`config.mk`:
```
export PLATFORM = sky130hd
export DESIGN_NAME = apb_slave
export DESIGN_NICKNAME = d
export VERILOG_FILES = /design/src/rtl/apb_pkg.sv /design/src/rtl/apb_slave_regfile.sv /design/src/rtl/apb_slave.sv
export SDC_FILE = /design/constraint.sdc
export NUM_CORES = 1
export LEC_CHECK = 0
export CORE_ASPECT_RATIO = 0.6
export CORE_MARGIN = 2
export CORE_UTILIZATION = 39
export CTS_CLUSTER_DIAMETER = 40
export CTS_CLUSTER_SIZE = 12
export DETAILED_ROUTE_END_ITERATION = 16
export PLACE_DENSITY = 0.54
export SLEW_MARGIN = 30
export SYNTH_ARGS = -nofsm -noshare
export SYNTH_HDL_FRONTEND = slang
export SYNTH_SLANG_ARGS = --single-unit
```
`constraint.sdc`:
```
create_clock -name PCLK -period 2.79 [get_ports PCLK]
set_input_delay 0.4185 -clock PCLK [delete_from_list [all_inputs] [get_ports PCLK]]
set_output_delay 0.4185 -clock PCLK [all_outputs]
set_load 0.1 [all_outputs]
```
`src/rtl/apb_pkg.sv`:
```
// Shared widths, state encoding and default ID byte for the APB register slave.
package apb_pkg;

    localparam int ADDR_W = 7;
    localparam int DATA_W = 8;

    localparam logic [DATA_W-1:0] ID_DEFAULT = 8'hA5;

    typedef enum logic {
        IDLE   = 1'b0,
        ACCESS = 1'b1
    } apb_state_e;

endpackage

```
`src/rtl/apb_slave_regfile.sv`:
```
// DEPTH x 8-bit register file: one synchronous write port, one combinational read port,
// synchronous reset of every entry. Out-of-range addresses never write and read as zero.
module apb_slave_regfile
    import apb_pkg::*;
#(
    parameter int DEPTH = 32
) (
    input  logic              clk_i,
    input  logic              reset_i,
    input  logic              we_i,
    input  logic [ADDR_W-1:0] waddr_i,
    input  logic [DATA_W-1:0] wdata_i,
    input  logic [ADDR_W-1:0] raddr_i,
    output logic [DATA_W-1:0] rdata_o
);

    localparam int IW = (DEPTH > 1) ? $clog2(DEPTH) : 1;
    localparam logic [ADDR_W:0] DEPTH_W = (ADDR_W + 1)'(DEPTH);

    logic [DATA_W-1:0] mem_q [DEPTH];

    always_ff @(posedge clk_i) begin
        if (reset_i) begin
            for (int i = 0; i < DEPTH; i++) begin
                mem_q[i] <= '0;
            end
        end else if (we_i && ({1'b0, waddr_i} < DEPTH_W)) begin
            mem_q[waddr_i[IW-1:0]] <= wdata_i;
        end
    end

    always_comb begin
        rdata_o = '0;
        if ({1'b0, raddr_i} < DEPTH_W) begin
            rdata_o = mem_q[raddr_i[IW-1:0]];
        end
    end

endmodule

```
`src/rtl/apb_slave.sv`:
```
// APB register slave with read-only ID byte at address 0 and optional wait states.
// Wait-state counter exists only when APB_SLAVE_WAIT_EN is defined; otherwise every transfer is zero-wait.
module apb_slave
    import apb_pkg::*;
#(
    parameter int                DEPTH       = 32,
    parameter int                WAIT_CYCLES = 1,
    parameter logic [DATA_W-1:0] ID_VALUE    = ID_DEFAULT
) (
    input  logic              PCLK,
    input  logic              PRESET,
    input  logic              PSELECT,
    input  logic              PENABLE,
    input  logic              PWRITE,
    input  logic [ADDR_W-1:0] PADDR,
    input  logic [DATA_W-1:0] PWDATA,
    output logic [DATA_W-1:0] PRDATA,
    output logic              PREADY,
    output logic              PSLVERR
);

    localparam logic [ADDR_W:0] DEPTH_W = (ADDR_W + 1)'(DEPTH);

`ifdef APB_SLAVE_WAIT_EN
    localparam logic [3:0] WAIT_LD = 4'(WAIT_CYCLES);
    logic [3:0] cnt_q, cnt_d;
`else
    localparam int unusedWaitCycles = WAIT_CYCLES;
`endif

    apb_state_e        state_q, state_d;
    logic [ADDR_W-1:0] addr_q, addr_d;
    logic              write_q, write_d;
    logic [DATA_W-1:0] wdata_q, wdata_d;
    logic [DATA_W-1:0] prdata_q, prdata_d;
    logic              pready_q, pready_d;
    logic              pslverr_q, pslverr_d;

    logic              do_access;
    logic [ADDR_W-1:0] acc_addr;
    logic              acc_write;
    logic [DATA_W-1:0] acc_wdata;
    logic              acc_err;
    logic              rf_we;
    logic [DATA_W-1:0] rf_rdata;

    apb_slave_regfile #(
        .DEPTH(DEPTH)
    ) u_regfile (
        .clk_i  (PCLK),
        .reset_i(PRESET),
        .we_i   (rf_we),
        .waddr_i(acc_addr),
        .wdata_i(acc_wdata),
        .raddr_i(acc_addr),
        .rdata_o(rf_rdata)
    );

    // A zero-wait access uses the live bus values on the setup edge; later accesses use the latched copy.
    always_comb begin
        state_d   = state_q;
        addr_d    = addr_q;
        write_d   = write_q;
        wdata_d   = wdata_q;
        prdata_d  = prdata_q;
        pready_d  = pready_q;
        pslverr_d = pslverr_q;
`ifdef APB_SLAVE_WAIT_EN
        cnt_d     = cnt_q;
`endif
        do_access = 1'b0;
        acc_addr  = addr_q;
        acc_write = write_q;
        acc_wdata = wdata_q;

        case (state_q)
            IDLE: begin
                if (PSELECT && !PENABLE) begin
                    state_d   = ACCESS;
                    addr_d    = PADDR;
                    write_d   = PWRITE;
                    wdata_d   = PWDATA;
                    acc_addr  = PADDR;
                    acc_write = PWRITE;
                    acc_wdata = PWDATA;
`ifdef APB_SLAVE_WAIT_EN
                    cnt_d     = WAIT_LD;
                    do_access = (WAIT_LD == 4'd0);
`else
                    do_access = 1'b1;
`endif
                end
            end
            ACCESS: begin
                if (pready_q) begin
                    state_d   = IDLE;
                    pready_d  = 1'b0;
                    pslverr_d = 1'b0;
                end else if (!PSELECT) begin
                    state_d = IDLE;
                end
`ifdef APB_SLAVE_WAIT_EN
                else begin
                    cnt_d     = cnt_q - 4'd1;
                    do_access = (cnt_q == 4'd1);
                end
`endif
            end
            default: state_d = IDLE;
        endcase

        acc_err = ({1'b0, acc_addr} >= DEPTH_W) || (acc_write && (acc_addr == '0));
        rf_we   = do_access && acc_write && !acc_err;

        if (do_access) begin
            pready_d  = 1'b1;
            pslverr_d = acc_err;
            if (!acc_write) begin
                prdata_d = acc_err ? '0 : ((acc_addr == '0) ? ID_VALUE : rf_rdata);
            end
        end
    end

    always_ff @(posedge PCLK) begin
        if (PRESET) begin
            state_q   <= IDLE;
            addr_q    <= '0;
            write_q   <= 1'b0;
            wdata_q   <= '0;
            prdata_q  <= '0;
            pready_q  <= 1'b0;
            pslverr_q <= 1'b0;
`ifdef APB_SLAVE_WAIT_EN
            cnt_q     <= '0;
`endif
        end else begin
            state_q   <= state_d;
            addr_q    <= addr_d;
            write_q   <= write_d;
            wdata_q   <= wdata_d;
            prdata_q  <= prdata_d;
            pready_q  <= pready_d;
            pslverr_q <= pslverr_d;
`ifdef APB_SLAVE_WAIT_EN
            cnt_q     <= cnt_d;
`endif
        end
    end

    assign PRDATA  = prdata_q;
    assign PREADY  = pready_q;
    assign PSLVERR = pslverr_q;

endmodule

```
==> summary.md, run 1 <==
| Metric | Value |
|---|---|
| Cell variety after synth | between 60 and 70 |
| Syn Inst Count | about 1,100 |
| Routed wire length | 45,800 um |
| Leakage power | 0.00617 uW |
| Hold Buf Count CTS | 0 |
| Crit path kind | primary input to flip-flop |
| First DRT Iteration DRCs | 1,178 |
| Final Hold Fails | 0 |
| DRC | 0 |
| Core area | approximately 34,000 um2 |
| CTS clk-pin slew, worst paths | 60 ps |
| Nets@finish | 1,356 |
| Syn Area/Cell | around 12 um2 |
| Worst Path Arrival | 3070 ps |
| Vias/cell | 5.59 |
| Clock sinks | roughly 280 |
| Initial antenna violation count | 2 |
| Rows | between 50 and 60 |
| Worst-Margin Slew | 574 ps |
| Num CTS Buffers | 35 |
| RSZ-0062 raised after global routing | false |
| Crit path max-delay cell type | a32oi_1 |
| IO Count | 30 |
| CTS root buffer | clkbuf_16 |
| Via Count | 10,165 |
| RePlAce Congestion | 0.978 |
| Ant diodes | 0 |
| Worst hold path type | primary input to flip-flop |
| Slew Viols, Final | 0 |
| Synth Warn # | 0 |
| Clk Latency, worst-skew pair | 520 ps |
| Final Cycle Share | roughly 95% |
| Status | finished, final reports clean |
| CTS tree | built |
| Pwr/cell area | 604 nW/um2 |
| Worst setup margin | 148 ps |
| Ys async rst share | 0% |
| Die Footprint | 35,600 um2 |
| First-pass GRT wire length | 67,500 um |
| # setup viols final | 0 |
| Antenna viol nets, final | 0 |
| DPL Wire Length | about 34,000 um |
| Max IR drop VDD | roughly 0.5 mV |
| Total track usage | between 20% and 30% |
| Final Instance Count excl. Fillers | 1,818 |
| Crit path cell chain | clkdlybuf4s50_1, buf_4, and4bb_2, a21o_4, buf_4, buf_4, nand2_1, a32oi_1, o2111ai_1, o31ai_1 |
| Max_cap viols | 0 |
| Crit-path most repeated cell | buf_4 |
| Avg WL per Cell | 25.2 um |
| Pin count of the biggest net entering global routing | 61 |
| Post-synthesis compound-gate area fraction | 5.47% |
| Placed cells | around 1,800 |
| Startpoint types | primary input |
| Layout fillers | 2,993 |
| IO Port Bufs | 29 |
| Mux contribution to synthesized area | 12.5% |
| Maximum clock frequency | 378 MHz |
| CP max stage delay | 460 ps |
| Critical Path RT | 3220 ps |
| Post-synthesis simple-gate area fraction | 17.6% |
| Share of cells above drive strength 1 | 26.6% |
| Place WS | -293 ps |
| Chip height | 147 um |
| Cell area after layout | 17,100 um2 |
| Clock skew | 9.40 ps |
| Family with the most delay on the worst path | compound AO/OA/AOI/OAI gates |
| Register area share after synthesis | between 60% and 70% |
| DR pass1 iterations | 5 |
| Synth Area in XOR/XNOR | 0% |
| Post-Syn Area | 13,300 um2 |
| Total Power | 10,300 uW |
| Final min period | approximately 2600 ps |
| EDFF count, synth | 256 |
| CP endpoint kind | flip-flop |
| Main combinational cell family by area after synthesis | simple AND/OR/NAND/NOR gates |
| Die extent in x | 242 um |
| Starting Density | 39.5% |
| Max_slew headroom | 60.8% |
| Remaining Overflow, GRT | 0 |
| H-tree depth | 2 |
| Worst Path Buf+Inv | 4 |
| CP Max Fanout | 17 |
| Layout area overhead | 28.7% |
| Synthesized flop and latch total | around 280 |
| Synth Area in Adders | 0% |
| Vias in the first global route | 9,845 |
| Maximum clock path buffer count | 3 |
| Synth Flop Type | edfxtp_1 |
| Dpl cell area | 16,000 um2 |
flip-flops by register name (all words and copies together), names as in the netlist:
name / flops
wdata_q: 8
u_regfile.mem_q: 256
state_q: 1
PREADY: 1
PRDATA: 8
PSLVERR: 1
addr_q: 7
layout by cell type, fill, tap and decap left out, drive strengths merged, types with 4 or more instances in the layout:
cell type / instances
dfxtp: 26
nand3: 20
clkinv: 7
a211oi: 7
o2111ai: 4
inv: 10
a32oi: 16
clkdlybuf4s50: 16
buf: 239
a22oi: 4
mux2i: 63
clkbuf: 46
a21oi: 22
nand2b: 36
nand2: 146
a31oi: 7
mux4: 44
nor2: 271
nor3b: 6
nor3: 10
a221oi: 4
nand4: 19
o21ai: 18
edfxtp: 256
conb: 8
cell families after synthesis:
family,Yosys count
DFF,282
muxes,110
and+or+nand+nor,534
AOI/OAI and AO/OA,104
other,1
buffers and inverters,82
where the power goes:
part / internal (uW) / switching (uW)
clock: 2490 / 1810
sequential: 4740 / 87.6
combinational: 506 / 691
layout make-up:
cell class,instances,area (um2),share of cell area [%]
multi-input combinational,756,4880,28.6
timing repair buffer,255,2320,13.6
clock buffer,46,980,5.73
clock inverter,14,100,0.586
inverter,6,22.5,0.132
tap,459,574,3.36
sequential,282,8210,48.0
cell usage after synthesis, drive strengths merged, types with 6 or more instances:
library cell | instances | share of area [%]
nand3 | 20 | 0.75
inv | 6 | 0.17
dfxtp | 26 | 3.9
a21oi | 22 | 0.86
mux4 | 44 | 7.5
o21ai | 18 | 0.68
a31oi | 7 | 0.33
a32oi | 16 | 1.1
nor3 | 10 | 0.49
nand2 | 146 | 4.1
buf | 26 | 1.1
nand2b | 36 | 1.7
edfxtp | 256 | 58
nor2 | 271 | 7.7
clkbuf | 50 | 1.4
nand4 | 19 | 0.89
a211oi | 7 | 0.40
nor3b | 6 | 0.38
mux2i | 63 | 4.7
tightest hold or removal path: stages:
cell    delay, ps
buf_2         160
buf_12        230
nor2_1        120
what timing repair did:
action | in CTS | in global routing
endpoints found under the hold margin | 0 | 0
gates resized for setup | 0 | 1
setup endpoints to repair | 0 | 1
setup buffers | 0 | 0
final timing paths:
path	from	end	slack, ps	cells past startpoint
max	PENABLE	PRDATA[4]$_SDFFE_PP0P_	150	10
min	PRESET	wdata_q[7]$_SDFF_PP0_	440	3
max reg2reg	state_q$_SDFF_PP0_	PRDATA[4]$_SDFFE_PP0P_	160	8
min reg2reg	addr_q[6]$_SDFF_PP0_	addr_q[6]$_SDFF_PP0_	460	2
stage by stage:
| step | TNS [ps] | hold WS (ps) | utilization, % |
|---|---|---|---|
| after floorplan | 0 | 436 | - |
| after global placement | -36560 | 451 | 47.6 |
| after detailed placement | -39330 | 452 | 47.6 |
| after CTS | 0 | 425 | 50.8 |
| after global routing | 0 | 455 | 50.8 |
| final | 0 | 443 | 50.8 |
metal layers:
| layer | routed length [um] | part of all wire [%] | GRT usage, % | up-vias |
|---|---|---|---|---|
| met5 | 13 | 0.028 | 0 | - |
| met4 | 842 | 1.8 | 6.08 | 2 |
| met3 | 6040 | 13 | 9.37 | 62 |
| met2 | 17800 | 39 | 34.5 | 548 |
| met1 | 21100 | 46 | 40.8 | 5038 |
| li1 | - | - | - | 4515 |
Power figures use the tool's default switching activity.
==> run 2, diff against run 1 <==
- MAX_ROUTING_LAYER: default -> met4
- clock period: 2.79 -> 3.03 ns (I/O delays scaled with it)
==> run 2 against run 1 <==
  * First-iteration DRC count increased by 3.3%
  * Combinational power decreased by 14%
  * Clock skew increased by 5.1 ps
  * Utilization decreased by 1.6 points
  * Critical path type unchanged
  * Largest power group unchanged
  * Highest routed layer is now met4
==> summary.md, run 2 (synthesis results as in run 1) <==
| Metric | Value |
|---|---|
| Crit path kind | primary input to flip-flop (unchanged) |
| Met2 Use GR | 34.1% (was 34.5%) |
| GR Util met1 | 42.0% (was 40.8%) |
| Layout area overhead | 24.6% (was 28.7%) |
| Clock skew | 14.5 ps (was 9.40 ps) |
| RePlAce Congestion | 1.00 (was 0.978) |
| Slew Viols, Final | 0 (unchanged) |
| RSZ-0062 raised after global routing | false (unchanged) |
| Routed wire length | 45,500 um (was 45,800 um) |
| Starting Density | 39.5% (unchanged) |
| Via Count | 9,994 (was 10,165) |
| Antenna viol nets, final | 0 (unchanged) |
| Die Footprint | 35,600 um2 (unchanged) |
| Pin count of the biggest net entering global routing | 61 (unchanged) |
| IO Port Bufs | 29 (unchanged) |
| Num CTS Buffers | 35 (unchanged) |
| Commonest cells after routing, fill and taps aside | 271 x nor2_1, 256 x edfxtp_1, 154 x buf_4 (was 271 x nor2_1, 256 x edfxtp_1, 206 x buf_4) |
| H-tree depth | 2 (unchanged) |
| Clock sinks | 282 (unchanged) |
| Max IR drop VDD | 0.402 mV (was 0.495 mV) |
| IO Count | 30 (unchanged) |
| Worst Path Arrival | 3250 ps (was 3070 ps) |
| Register area | 8210 um2 (unchanged) |
| Place WS | -395 ps (was -293 ps) |
| Leakage power | 0.00583 uW (was 0.00617 uW) |
| Startpoint types | primary input (unchanged) |
| Die extent in x | 242 um (unchanged) |
| Chip height | 147 um (unchanged) |
| CTS clk-pin slew, worst paths | 50 ps (was 60 ps) |
| CP Max Fanout | 14 (was 17) |
| Layout fillers | 3,024 (was 2,993) |
| Max reg flops | 256 (unchanged) |
| Total track usage | 27.0% (was 26.3%) |
| Area of the multi-input gates | 4890 um2 (was 4880 um2) |
| Share of cells above drive strength 1 | 23.2% (was 26.6%) |
| Maximum clock path buffer count | 3 (unchanged) |
| Core area | 33,600 um2 (unchanged) |
| Dpl cell area | 15,500 um2 (was 16,000 um2) |
| Max_cap viols | 0 (unchanged) |
| Vias in the first global route | 9,432 (was 9,845) |
| # setup viols final | 0 (unchanged) |
| Nets@finish | 1,296 (was 1,356) |
| Worst R2R Path Depth | 7 (was 8) |
| CTS root buffer | clkbuf_16 (unchanged) |
| Met3 Use GR | 7.44% (was 9.37%) |
| Status | finished, final reports clean (unchanged) |
| Hold path cells | 2 (was 3) |
| Remaining Overflow, GRT | 0 (unchanged) |
| Worst setup margin | 150 ps (was 148 ps) |
| First-pass GRT wire length | 67,000 um (was 67,500 um) |
| Busiest grt layer | met1 (unchanged) |
| Crit path from | PSELECT (was PENABLE) |
| Worst hold path type | flip-flop to flip-flop (was primary input to flip-flop) |
| Avg WL per Cell | 25.9 um (was 25.2 um) |
| Critical Path RT | 3400 ps (was 3220 ps) |
| CTS tree | built (unchanged) |
| Top reg by flops | u_regfile.mem_q (unchanged) |
| Rows | 52 (unchanged) |
| DRC | 0 (unchanged) |
| First DRT Iteration DRCs | 1,217 (was 1,178) |
| Initial antenna violation count | 1 (was 2) |
| Vias/cell | 5.69 (was 5.59) |
| DR pass1 iterations | 7 (was 5) |
| Crit Reg-Reg Startpoint | addr_q[1]$_SDFF_PP0_ (was state_q$_SDFF_PP0_) |
| Worst-Margin Slew | 761 ps (was 574 ps) |
| Final min period | 2880 ps |
| Pwr/cell area | 573 nW/um2 (was 604 nW/um2) |
| CP endpoint kind | flip-flop (unchanged) |
| Final Hold Fails | 0 (unchanged) |
| Most common cell after layout, fill and taps aside | nor2_1 (unchanged) |
| Hold Path Origin | addr_q[6]$_SDFF_PP0_ (was PRESET) |
| Clk Latency, worst-skew pair | 520 ps (about the same) |
| Maximum clock frequency | 347 MHz |
| DPL Wire Length | 32,100 um (was 33,600 um) |
| Max_slew headroom | 48.7% (was 60.8%) |
| Final Cycle Share | 95.1% |
| Cell area after layout | 16,600 um2 (was 17,100 um2) |
run 2: repair_timing:
action	in CTS	in global routing
gates resized for setup	0	1
setup endpoints to repair	0	1
hold buffers	0	0
buffers inserted	0	0
run 2: area by class of cell:
type,count,share of cell area (%)
Antenna cell,1,0.0151
Sequential cell,282,49.6
Tap cell,459,3.47
Clock buffer,42,5.83
Multi-Input combinational cell,756,29.5
Inverter,6,0.136
Clock inverter,15,0.763
Timing Repair Buffer,195,10.7
run 2: worst paths after layout:
kind                                               end  slack (ps)
worst min-delay path              addr_q[6]$_SDFF_PP0_         460
worst max-delay path            PRDATA[6]$_SDFFE_PP0P_         150
worst min register to register    addr_q[6]$_SDFF_PP0_         460
worst max register to register  PRDATA[6]$_SDFFE_PP0P_         160
run 2: worst max-delay path, stage by stage:
cell and delay, ps:
clkdlybuf4s50_1 500, or3b_4 420, a21o_4 300, buf_12 170, mux2i_1 390, nor3_1 110, buf_4 170, a2111oi_0 550
a31oi_1 160
run 2: metal layers:
layer  share of wire, %  wire (um)
met3                 12       5240
met1                 47      21400
met4                2.1        943
met5                  0          0
met2                 39      17900
run 2: through the flow:
stage	utilization (%)	hold WS [ps]	setup TNS, ps	total power, uW	std cells
floorplan	-	436	0	4990	1120
global placement	45.9	445	-985	5530	1698
detailed placement	45.9	452	-1770	5530	1698
CTS	49.2	459	0	9550	1755
global route	49.2	466	0	9770	1756
finish	49.2	464	0	9490	1756
run 2: power breakdown:
part	total [uW]	switching (uW)	leakage [uW]	internal (uW)
sequential	4440	75.3	0.00287	4360
clock	4020	1660	0.000526	2360
combinational	1030	632	0.00244	399
total	9490	2370	0.00583	7120
==> run 3, diff against run 2 <==
- CORE_MARGIN: 2 -> default
==> run 3 against run 2 <==
  * Wire length up 2.4%
  * Hold slack worse by 6.7 ps
  * Fmax up 2.0%
  * Utilization up 0.45 points
  * Register-to-register slack better by 110 ps
  * Clock power about the same
  * Sequential power about the same
  * Non-clock buffer count down 12
  * Die area down 2.2%
  * Setup slack better by 56 ps
  * Critical path type unchanged
  * Critical endpoint is now PRDATA[2]$_SDFFE_PP0P_
==> summary.md, run 3 (synthesis results as in run 1) <==
| Metric | Value |
|---|---|
| Post-cts resize count | 0 (unchanged) |
| Max IR drop VDD | 0.409 mV (was 0.402 mV) |
| Clock sinks | 282 (unchanged) |
| Hold Buf Count CTS | 0 (unchanged) |
| Worst setup margin | 205 ps (was 150 ps) |
| Total track usage | 27.9% (was 27.0%) |
| Worst hold path type | flip-flop to flip-flop (unchanged) |
| Commonest cells after routing, fill and taps aside | 271 x nor2_1, 256 x edfxtp_1, 146 x nand2_1 (was 271 x nor2_1, 256 x edfxtp_1, 154 x buf_4) |
| Vias in the first global route | 9,415 (was 9,432) |
| Final Cycle Share | 93.2% (was 95.1%) |
| Rows | 51 (was 52) |
| Max_slew headroom | 45.5% (was 48.7%) |
| Die extent in x | 240 um (was 242 um) |
| Status | finished, final reports clean (unchanged) |
| Slew Viols, Final | 0 (unchanged) |
| Max_cap viols | 0 (unchanged) |
| Critical Path RT | 3440 ps (was 3400 ps) |
| CTS tree | built (unchanged) |
| Vias/cell | 5.79 (was 5.69) |
| Max reg flops | 256 (unchanged) |
| Place WS | -209 ps (was -395 ps) |
| First-pass GRT wire length | 67,100 um (was 67,000 um) |
| Min Hold Slack | 458 ps (was 464 ps) |
| # setup viols final | 0 (unchanged) |
| Top reg by flops | u_regfile.mem_q (unchanged) |
| DR pass1 iterations | 5 (was 7) |
| First DRT Iteration DRCs | 1,289 (was 1,217) |
| Worst Path Arrival | 3230 ps (was 3250 ps) |
| Avg WL per Cell | 26.9 um (was 25.9 um) |
| Die Footprint | 34,800 um2 (was 35,600 um2) |
| Maximum clock path buffer count | 3 (unchanged) |
| Register-to-Register Setup Slack | 270 ps (was 160 ps) |
| Layout area overhead | 23.3% (was 24.6%) |
| Via Count | 10,034 (was 9,994) |
| Crit path kind | primary input to flip-flop (unchanged) |
| RSZ-0062 raised after global routing | false (unchanged) |
| CP max stage delay | 500 ps (was 550 ps) |
| CP Max Fanout | 12 (was 14) |
| Leakage power | 0.00576 uW (was 0.00583 uW) |
| IO Port Bufs | 29 (unchanged) |
| Num CTS Buffers | 35 (unchanged) |
| Pin count of the biggest net entering global routing | 61 (unchanged) |
| Most common cell after layout, fill and taps aside | nor2_1 (unchanged) |
| Pwr/cell area | 578 nW/um2 (was 573 nW/um2) |
| H-tree depth | 2 (unchanged) |
| Chip height | 145 um (was 147 um) |
| Crit path cell chain | clkdlybuf4s50_1, or3b_4, a21o_4, buf_12, buf_4, mux2i_1, mux2i_1, buf_4, o2111ai_1, o2bb2ai_1 (was clkdlybuf4s50_1, or3b_4, a21o_4, buf_12, mux2i_1, nor3_1, buf_4, a2111oi_0, a31oi_1) |
| Post-CTS setup repair buffer count | 0 (unchanged) |
| Starting Density | 40.3% (was 39.5%) |
| Share of cells above drive strength 1 | 22.3% (was 23.2%) |
| DPL Wire Length | 32,800 um (was 32,100 um) |
| RePlAce Congestion | 0.992 (was 1.00) |
| Crit path max-delay cell type | clkdlybuf4s50_1 (was a2111oi_0) |
| IO Count | 30 (unchanged) |
| DRC | 0 (unchanged) |
| CTS root buffer | clkbuf_16 (unchanged) |
| Clk Latency, worst-skew pair | 530 ps (was 520 ps) |
| Remaining Overflow, GRT | 0 (unchanged) |
| CP endpoint kind | flip-flop (unchanged) |
| Routed wire length | 46,600 um (was 45,500 um) |
| Core area | 33,000 um2 (was 33,600 um2) |
| Maximum clock frequency | 354 MHz (was 347 MHz) |
| Layout fillers | 2,927 (was 3,024) |
| Initial antenna violation count | 0 (was 1) |
| Startpoint types | primary input (unchanged) |
| Worst-Margin Slew | 818 ps (was 761 ps) |
| Ant diodes | 0 (was 1) |
| Final Hold Fails | 0 (unchanged) |
| Final min period | 2820 ps (was 2880 ps) |
| CTS clk-pin slew, worst paths | 60 ps (was 50 ps) |
| Total Power | 9470 uW (was 9490 uW) |
| Nets@finish | 1,284 (was 1,296) |
| Antenna viol nets, final | 0 (unchanged) |
| Clock skew | 30.0 ps (was 14.5 ps) |
[run 3: cell types whose count changed in the layout (fill, tap and decap cells not counted), moves of 2 or more]
cell,change
buf_4,-10
buf_12,-2
clkbuf_8,-2
clkinvlp_4,-2
clkbuf_1,+2
clkinv_4,+3
clkbuf_16,-2
[run 3: final timing paths]
kind | from | to | depth (start not counted)
max | PSELECT | PRDATA[2]$_SDFFE_PP0P_ | 10
min | addr_q[5]$_SDFF_PP0_ | addr_q[5]$_SDFF_PP0_ | 2
max reg2reg | state_q$_SDFF_PP0_ | PRDATA[2]$_SDFFE_PP0P_ | 10
min reg2reg | addr_q[5]$_SDFF_PP0_ | addr_q[5]$_SDFF_PP0_ | 2
[run 3: metal layers]
layer,GRT usage (%),vias to the layer above,part of all wire (%)
met5,-,-,0
met4,5.73,0,1.8
met3,8.01,61,11
met2,34.1,548,39
met1,44.5,5059,49
li1,-,4366,-
[run 3: worst max-delay path, delay by kind of cell]
family                 cells  cell delay [ps]
buffers and inverters      4              970
AO/OA/AOI/OAI              3              830
multiplexers               2              490
AND/OR/NAND/NOR            1              470
[run 3: report_power, final]
| part | leakage (uW) | total (uW) | internal, uW | switching, uW |
|---|---|---|---|---|
| Sequential | 0.00287 | 4450 | 4360 | 87.5 |
| Combinational | 0.00238 | 1020 | 388 | 631 |
| Clock | 0.000516 | 4000 | 2310 | 1700 |
[run 3: final cells by class]
type / count / area (um2) / share of cell area (%)
flip-flops and latches: 282 / 8210 / 50.1
multi-input cells: 756 / 4870 / 29.7
repair buffers: 183 / 1660 / 10.1
clock buffers: 40 / 895 / 5.46
well taps: 450 / 563 / 3.44
clock inverters: 17 / 168 / 1.02
inverters: 6 / 22.5 / 0.137
[run 3: stage by stage]
step | instances | utilization, % | setup TNS [ps] | instance area [um2]
floorplan | 1120 | - | 0 | 13300
global placement | 1677 | 46.4 | -7650 | 15300
detailed placement | 1677 | 46.4 | -5590 | 15300
CTS | 1734 | 49.7 | 0 | 16400
global route | 1734 | 49.7 | 0 | 16400
finish | 1734 | 49.7 | 0 | 16400
